**src/rtl/calendar_pkg.sv**
```systemverilog
// Shared calendar types, month constants and leap/month-length helpers.
package calendar_pkg;

    typedef logic [5:0]  day_t;
    typedef logic [3:0]  month_t;
    typedef logic [11:0] year_t;

    localparam month_t JAN = 4'd1;
    localparam month_t FEB = 4'd2;
    localparam month_t MAR = 4'd3;
    localparam month_t APR = 4'd4;
    localparam month_t MAY = 4'd5;
    localparam month_t JUN = 4'd6;
    localparam month_t JUL = 4'd7;
    localparam month_t AUG = 4'd8;
    localparam month_t SEP = 4'd9;
    localparam month_t OCT = 4'd10;
    localparam month_t NOV = 4'd11;
    localparam month_t DEC = 4'd12;

    localparam year_t MAX_YEAR = 12'd4095;

    // Century checks compare against the 41 multiples of 100 that fit in
    // 12 bits; every fourth of them is also a multiple of 400.
    function automatic logic is_leap_year(input year_t y);
        logic mult100;
        logic mult400;
        mult100 = 1'b0;
        mult400 = 1'b0;
        for (int unsigned k = 0; k <= 40; k++) begin
            if (y == year_t'(k * 100)) begin
                mult100 = 1'b1;
                if ((k % 4) == 0) mult400 = 1'b1;
            end
        end
        return (y[1:0] == 2'b00) && (!mult100 || mult400);
    endfunction

    // Returns 0 for an illegal month so any day compared against it fails.
    function automatic logic [4:0] days_in_month(input month_t m, input logic leap);
        logic [4:0] d;
        case (m)
            JAN, MAR, MAY, JUL, AUG, OCT, DEC: d = 5'd31;
            APR, JUN, SEP, NOV:                d = 5'd30;
            FEB:                               d = leap ? 5'd29 : 5'd28;
            default:                           d = 5'd0;
        endcase
        return d;
    endfunction

endpackage

```
**src/rtl/days_in_month_lut.sv**
```systemverilog
// Combinational month-length lookup.
module days_in_month_lut
    import calendar_pkg::*;
(
    input  month_t     month,
    input  logic       leap,
    output logic [4:0] days
);

    // Table lookup of the number of days in the given month.
    always_comb begin
        days = days_in_month(month, leap);
    end

endmodule

```
**src/rtl/calendar_date_counter.sv**
```systemverilog
// Registered calendar date: one-day advance per tick, validated parallel load.
module calendar_date_counter
    import calendar_pkg::*;
#(
    parameter year_t RESET_YEAR = 12'd2000
) (
    input  logic        clk,
    input  logic        reset_n,
    input  logic        day_tick,
    input  logic        load,
    input  logic [5:0]  load_day,
    input  logic [3:0]  load_month,
    input  logic [11:0] load_year,
    output logic [5:0]  dayOfMonth,
    output logic [3:0]  month,
    output logic [11:0] year,
    output logic        is_leap,
    output logic        date_changed,
    output logic        load_err,
    output logic        year_wrap
);

    logic [4:0] cur_dim;
    logic [4:0] load_dim;
    logic       load_leap;
    logic       load_ok;
    day_t       day_n;
    month_t     month_n;
    year_t      year_n;
    logic       changed_n;
    logic       err_n;
    logic       wrap_n;

    days_in_month_lut u_cur_lut (
        .month (month),
        .leap  (is_leap),
        .days  (cur_dim)
    );

    days_in_month_lut u_load_lut (
        .month (load_month),
        .leap  (load_leap),
        .days  (load_dim)
    );

    // Validate the requested load against its own month/year.
    always_comb begin
        load_leap = is_leap_year(load_year);
        load_ok   = (load_month >= JAN) && (load_month <= DEC) &&
                    (load_day != 6'd0) && (load_day <= {1'b0, load_dim});
    end

    // Next date: load has priority over tick; a rejected load discards the tick.
    always_comb begin
        day_n     = dayOfMonth;
        month_n   = month;
        year_n    = year;
        changed_n = 1'b0;
        err_n     = 1'b0;
        wrap_n    = 1'b0;
        if (load) begin
            if (load_ok) begin
                day_n     = load_day;
                month_n   = load_month;
                year_n    = load_year;
                changed_n = 1'b1;
            end else begin
                err_n = 1'b1;
            end
        end else if (day_tick) begin
            changed_n = 1'b1;
            if (dayOfMonth < {1'b0, cur_dim}) begin
                day_n = dayOfMonth + 6'd1;
            end else begin
                day_n = 6'd1;
                if (month == DEC) begin
                    month_n = JAN;
                    year_n  = year + 12'd1;
                    wrap_n  = (year == MAX_YEAR);
                end else begin
                    month_n = month + 4'd1;
                end
            end
        end
    end

    // Date, leap flag (from next-state year) and pulse registers.
    always_ff @(posedge clk or negedge reset_n) begin
        if (!reset_n) begin
            dayOfMonth   <= 6'd1;
            month        <= JAN;
            year         <= RESET_YEAR;
            is_leap      <= is_leap_year(RESET_YEAR);
            date_changed <= 1'b0;
            load_err     <= 1'b0;
            year_wrap    <= 1'b0;
        end else begin
            dayOfMonth   <= day_n;
            month        <= month_n;
            year         <= year_n;
            is_leap      <= is_leap_year(year_n);
            date_changed <= changed_n;
            load_err     <= err_n;
            year_wrap    <= wrap_n;
        end
    end

endmodule

```
**config.mk**
```make
export PLATFORM = sky130hd
export DESIGN_NAME = calendar_date_counter
export DESIGN_NICKNAME = d
export VERILOG_FILES = /design/src/rtl/calendar_pkg.sv /design/src/rtl/days_in_month_lut.sv /design/src/rtl/calendar_date_counter.sv
export SDC_FILE = /design/constraint.sdc
export NUM_CORES = 1
export LEC_CHECK = 0
export ABC_AREA = 1
export BUFFER_PORTS_ARGS = -buffer_cell sky130_fd_sc_hd__buf_2
export CAP_MARGIN = 15
export CORE_MARGIN = 4
export CORE_UTILIZATION = 59
export CTS_CLUSTER_DIAMETER = 100
export DETAILED_ROUTE_END_ITERATION = 12
export GPL_TIMING_DRIVEN = 0
export PLACE_DENSITY_LB_ADDON = 0.2
export SLEW_MARGIN = 15
export SYNTH_ARGS = -nofsm -noshare
export SYNTH_HDL_FRONTEND = slang
export SYNTH_SLANG_ARGS = --single-unit
```
**constraint.sdc**
```tcl
create_clock -name clk -period 4.4 [get_ports clk]
set_input_delay 0.22 -clock clk [delete_from_list [all_inputs] [get_ports clk]]
set_output_delay 0.22 -clock clk [all_outputs]
set_load 0.01 [all_outputs]
```
==> metrics.md, run 1 <==
| Metric | Value |
|---|---|
| Final std cell area, no fill | `3765 sq um` |
| Clk slew on worst S/H paths | `approximately 0.10 ns` |
| Avg Cell Area, Syn | `between 5 and 6 sq um` |
| Mapped Area | `approximately 3300 sq um` |
| Transition time of the tightest slew-check pin | `~0.6 ns` |
| Crit path max fanout | `10` |
| Final Wtd Congestion | `~0.96` |
| Ratio of cells with drive above 1 in the final layout | `a little under a fifth` |
| Die area | `6926 sq um` |
| Clk_lat worst skew | `around 0.28 ns` |
| Crit Path Class | `in2reg` |
| Ant. Diodes | `0` |
| Largest net degree at the start of global routing | `27` |
| Top FF cell, synth | `dfrtp_1` |
| Top cell by count, worst path | `nand2_1` |
| Final ANT Viol Nets | `0` |
| Total wire length | `between 9000 and 10,000 microns` |
| Crit. End Element | `flop` |
| Layout Skew | `approximately 0.009 ns` |
| PnR worst setup slack | `0.4426 ns` |
| Final Setup Violations | `0` |
| Vias in the first global route | `3,843` |
| Die W | `83.22 microns` |
| Crit share post-route | `89.94%` |
| Power density over the cells | `~410 nW/um^2` |
| Total grt overflow | `0` |
| Row count | `27` |
| Fmax | `between 200 and 300 MHz` |
| Post-synth EDFFs | `0` |
| Final Core Density | `roughly two thirds` |
| Setup_tns | `0 ns` |
| Post-CTS setup buffers | `0` |
| Minimum clock period after layout | `~4.0 ns` |
| Dpl hpwl | `between 7000 and 8000 microns` |
| Area post-placement | `around 3700 sq um` |
| Syn Nets | `roughly 630` |
| CTS max path bufs | `2` |
| I/O pin total | `between 50 and 60` |
| DR DRC count | `0` |
| Slew margin rel. | `around 60%` |
| Fin. max-slew vios | `0` |
| Min-Delay Path Class | `in2reg` |
| Via count | `~4,000` |
| Synth unique cells | `between 40 and 50` |
| Die height | `83.22 microns` |
| Run status | `finished clean` |
| Initial core utilization | `between 60 and 70%` |
| Hold Vio Cnt, Final | `0` |
| CP required | `~4.6 ns` |
| Nets | `681` |
| Layout area overhead | `12.78%` |
| Worst path arrival time | `between 4 and 5 ns` |
| DR iter-0 viols | `around 260` |
| CTS tree | `built` |
| Global-route wire length before repair | `16,440 microns` |
| Initial antenna violation count | `0` |
| Dpl ws | `0.003130 ns` |
| Pre-Repair DR Iteration Count | `5` |
| Yosys reg bits | `26` |
| LEAKAGE | `~1.9 nW` |
| Unrepaired setup endpoints after global routing | `false` |
| Total track usage | `28.02%` |
| Fin Hold WS | `0.2273 ns` |
| CTS buffer count | `3` |
| Core area | `5507 sq um` |
| Root Buffer | `clkbuf_8` |
| Sequential element share of the synthesized area | `19.83%` |
| Htree depth | `1` |
| IO Port Bufs | `50` |
| CP top delay family | `simple AND/OR/NAND/NOR gates` |
| Max cap viols | `0` |
| YS warnings | `0` |
| Peak VDD IR | `0.3010 mV` |
| CP bufs+invs | `6` |
| CTS Sinks | `26` |
| Cell count after synthesis | `between 500 and 600` |
| CP max stage cell | `nor3_2` |
| Startpoint Class | `input port` |
| Average via count per standard cell | `5.624` |
| Wire length per cell | `13.70 microns` |
| Crit-path max cell delay | `0.33 ns` |
| Fraction of registers with async set/reset | `100.0%` |
[metrics by stage]
stage,std cells,total power [mW]
2_1_floorplan,584,1.091
3_3_place_gp,706,1.322
3_5_place_dp,706,1.358
4_1_cts,711,1.524
5_1_grt,711,1.664
6_report,711,1.532
[power breakdown]
group          switching (mW)  total (mW)  internal (mW)
logic                   0.614       0.962          0.347
registers              0.0907       0.408          0.317
clock network          0.0829       0.163         0.0802
[worst register-to-register path, delay by kind of cell (launching register included)]
family	cells	cell delay, ns
AND/OR/NAND/NOR	20	1.84
flip-flops	1	0.58
AO/OA/AOI/OAI	3	0.54
adder cells (fa/ha/maj)	2	0.49
buffers and inverters	4	0.36
[cell type report]
class / instances / area [sq um]
plain buffers: 9 / 51.30
well taps: 72 / 90.09
clock buffers: 4 / 55.05
multi-input cells: 462 / 2320
inverters: 87 / 326.6
flip-flops and latches: 26 / 661.9
repair buffers: 51 / 260.3
fillers: 507 / 1742
[registers in the layout, indices dropped and copies added, names as in the netlist]
signal / cells
date_changed: 1
year_wrap: 1
year: 12
dayOfMonth: 6
load_err: 1
month: 4
is_leap: 1
[metal layers]
layer  part of all wire (%)  vias up  track usage (%)
li1                       -     1974                -
met5                      0        -                0
met2                     47      186            48.18
met3                    8.2       32            4.563
met4                    2.9        0            12.78
met1                     41     1807            34.08
[cells in the final DEF, fill, tap and decap left out, types with 4 or more instances in the layout]
cell      Yosys  layout
a21oi_1      10      10
a31oi_1       5       5
buf_2         2      52
clkbuf_1      5       5
clkbuf_8      0       4
dfrtp_1      17      17
dfstp_2       9       9
ha_1         15      15
inv_1        73      73
inv_2        13      13
nand2_1     183     183
nand2_2      23      23
nand3_1      44      44
nand4_1       6       6
nor2_1       89      89
nor3_1       14      11
nor4_1        4       4
o211ai_1      6       6
o21ai_0      18      18
o21ai_1       4       4
o22ai_1       5       5
[Yosys cell counts (2+ instances only)]
master,number,area (sq um)
buf_2,2,10.01
o211ai_1,6,45.04
inv_2,13,48.80
o22ai_1,5,31.28
ha_1,15,187.7
dfstp_2,9,236.5
nand3b_1,2,15.01
a22oi_1,2,15.01
a221oi_1,2,17.52
xnor2_1,2,17.52
o21ai_1,4,20.02
nand3_1,44,220.2
o221ai_1,2,17.52
inv_1,73,274.0
buf_6,2,22.52
clkbuf_1,5,18.77
nor4_1,4,25.02
nor2_4,2,22.52
nand3_2,2,20.02
a31oi_1,5,31.28
a22o_1,2,17.52
o21ai_0,18,90.09
a21oi_1,10,50.05
nand4_1,6,37.54
nor2_2,3,18.77
xor2_1,2,17.52
dfrtp_1,17,425.4
nor3_1,14,70.07
nand2_2,23,143.9
nor2_1,89,334.1
nand2_1,183,686.9
nand2_4,2,22.52
[kinds of logic (layout without fill, tap and decap cells)]
logic type / after synthesis / count (layout) / share of synthesized area (%)
AOI/OAI and AO/OA: 63 / 63 / 11.81
xor gates and xnor gates: 4 / 4 / 1.050
adders and majority gates: 15 / 15 / 5.622
buffers and inverters: 96 / 151 / 11.32
DFF: 26 / 26 / 19.83
and+or+nand+nor: 380 / 380 / 50.38
[what timing repair did]
action,4_1_cts,5_1_grt
hold buffers,1,0
hold endpoints to repair,17,0
setup endpoints to repair,0,1
resized for setup,0,4
[worst paths after layout]
kind / startpoint / end / slack, ns / cells after the start
max in group asynchronous: reset_n / year[11] / 3.53 / 2
min: load_day[4] / dayOfMonth[4] / 0.23 / 3
min in group asynchronous: reset_n / dayOfMonth[2] / 0.48 / 2
max: load_year[1] / is_leap / 0.44 / 35
min reg2reg: dayOfMonth[0] / dayOfMonth[0] / 0.58 / 2
max reg2reg: month[0] / is_leap / 0.51 / 29
Note: power is estimated with default switching activity, not from simulation.
==> inputs of run 2 (changes only) <==
CTS_BUF_LIST = sky130_fd_sc_hd__clkbuf_16   (was default)
==> run 2 against run 1 <==
Net effect:
- combinational power is 0.4% lower
- flip-flop and latch count stayed put
- design area is 0.63% higher
- wire length is 0.21% higher
- worst setup slack better by 0.016 ns
- global-route usage is 0.14 points higher
- critical path type unchanged
- largest cell class unchanged
- highest routed layer unchanged
==> metrics.md, run 2 (synthesis gave the netlist of run 1 again) <==
| Metric | Value |
|---|---|
| Slew margin rel. | `between 60% and 70%` |
| Final Core Density | `slightly below 70%` |
| Max cap viols | `0` |
| DR DRC count | `0` |
| Total Power | `~1.6 mW` |
| DR iter-0 viols | `282` |
| Run status | `finished clean` |
| Power density over the cells | `415.9 nW/um^2` |
| Crit Path Class | `in2reg` |
| Root Buffer | `clkbuf_16` |
| Final Wtd Congestion | `0.9611` |
| Hold Vio Cnt, Final | `0` |
| Die area | `roughly 7000 sq um` |
| Total grt overflow | `0` |
| Htree depth | `1` |
| Dpl hpwl | `7846 microns` |
| Nets | `just under 700` |
| Via count | `3,988` |
| Largest register FFs | `12` |
| Pre-Repair DR Iteration Count | `5` |
| R2r startpoint | `month[0]` |
| Crit-path max cell delay | `0.33 ns` |
| Die height | `83.22 microns` |
| Fmax | `253.7 MHz` |
| Commonest non-fill, non-tap cell in the layout | `nand2_1` |
| Worst reg2reg path depth | `29` |
| Crit path max fanout | `10` |
| Layout area overhead | `13.49%` |
| Fin. max-slew vios | `0` |
| I/O pin total | `52` |
| Final ANT Viol Nets | `0` |
| Layout Skew | `0.005221 ns` |
| Most frequent cells in the layout | `nand2_1, nor2_1, inv_1` |
| Global-route wire length before repair | `between 15,000 and 20,000 microns` |
| Hold Path Stages | `3` |
| Transition time of the tightest slew-check pin | `~0.6 ns` |
| Crit share post-route | `between 80% and 90%` |
| Clk_lat worst skew | `roughly 0.26 ns` |
| Crit. End Element | `flop` |
| CTS Sinks | `26` |
| Top cell by count, worst path | `nand2_1` |
| Startpoint Class | `input port` |
| CP max stage cell | `nor3_2` |
| IO Port Bufs | `50` |
| Min-Delay Path Class | `in2reg` |
| Fin Hold WS | `~0.24 ns` |
| CTS max path bufs | `2` |
| Top reg by flops | `year` |
| Ant. Diodes | `0` |
| CTS buffer count | `3` |
| Worst Hold End | `dayOfMonth[4]` |
| Core area | `5507 sq um` |
| Unrepaired setup endpoints after global routing | `false` |
| R2r endpoint | `is_leap` |
| Worst path arrival time | `roughly 4.1 ns` |
| CTS tree | `built` |
| Initial core utilization | `60.62%` |
| LEAKAGE | `about 1.9 nW` |
| Total wire length | `~9800 microns` |
| Post-CTS setup buffers | `0` |
| Clk slew on worst S/H paths | `0.07 ns` |
| CP required | `~4.6 ns` |
| Vias in the first global route | `~3,900` |
| FF-to-FF setup slack | `~0.52 ns` |
| Ratio of cells with drive above 1 in the final layout | `between 10% and 20%` |
| Total track usage | `about 28%` |
| Row count | `27` |
| Average via count per standard cell | `5.609` |
| Final Setup Violations | `0` |
| Wire length per cell | `13.73 microns` |
| Die W | `about 83 microns` |
| Initial antenna violation count | `0` |
| Minimum clock period after layout | `between 3 and 4 ns` |
| Critical hold path startpoint | `load_day[4]` |
| Peak VDD IR | `0.3301 mV` |
| Biggest regs | `year: 12 flops, dayOfMonth: 6 flops, month: 4 flops` |
| Largest net degree at the start of global routing | `27` |
## run 2: changes by cell type in the layout (fill, tap and decap cells not counted), sizes merged
cell and change:
clkinv +1, clkbuf -1
## run 2: metal layers
metal | vias up | share of wire, % | wire length [microns] | track usage [%]
met2 | 170 | 48 | 4660 | 49.27
met4 | 0 | 3.1 | 300 | 11.29
met5 | - | 0 | 0 | 0
met3 | 33 | 7.3 | 713 | 4.563
li1 | 1975 | - | - | -
met1 | 1810 | 42 | 4085 | 34.21
## run 2: worst max path at each step
| stage | from | slack, ns | cells past startpoint | end |
|---|---|---|---|---|
| global placement | load_year[1] | -0.03 | 35 | is_leap |
| CTS | load_year[1] | 0.25 | 36 | is_leap |
| detailed placement | load_year[1] | 0.003 | 36 | is_leap |
| floorplan | load_year[1] | 0.97 | 31 | is_leap |
| finish | load_year[1] | 0.46 | 35 | is_leap |
| global route | load_year[1] | 0.07 | 34 | is_leap |
## run 2: where the power goes
part	switching, mW	internal [mW]
logic	0.611	0.348
registers	0.0893	0.317
clock network	0.0887	0.122
## run 2: cell type report
type | count | area, sq um
multi-input combinational | 462 | 2320
fill | 497 | 1718
sequential | 26 | 661.9
inverter | 87 | 326.6
timing repair buffer | 51 | 260.3
tap | 72 | 90.09
clock buffer | 3 | 75.07
buffer | 9 | 51.30
clock inverter | 1 | 3.754
## run 2: what timing repair did
item,in CTS,in global routing
endpoints found under the setup margin,0,1
resized for setup,0,4
endpoints found under the hold margin,17,0
hold buffers,1,0
## run 2: critical path, delay by kind of cell
| family | cells | cell delay, ns |
|---|---|---|
| adder cells (fa/ha/maj) | 1 | 0.19 |
| AO/OA/AOI/OAI | 8 | 0.89 |
| AND/OR/NAND/NOR | 20 | 2.11 |
| buffers and inverters | 6 | 0.76 |
## run 2: stage by stage
step / cell area (sq um) / instances / setup slack [ns] / TNS, ns
6_report: 3789 / 711 / 0.4582 / 0
5_1_grt: 3789 / 711 / 0.06890 / 0
4_1_cts: 3767 / 711 / 0.2491 / 0
3_5_place_dp: 3679 / 706 / 0.003130 / 0
3_3_place_gp: 3679 / 706 / -0.02698 / -0.02698
2_1_floorplan: 3338 / 584 / 0.9657 / 0
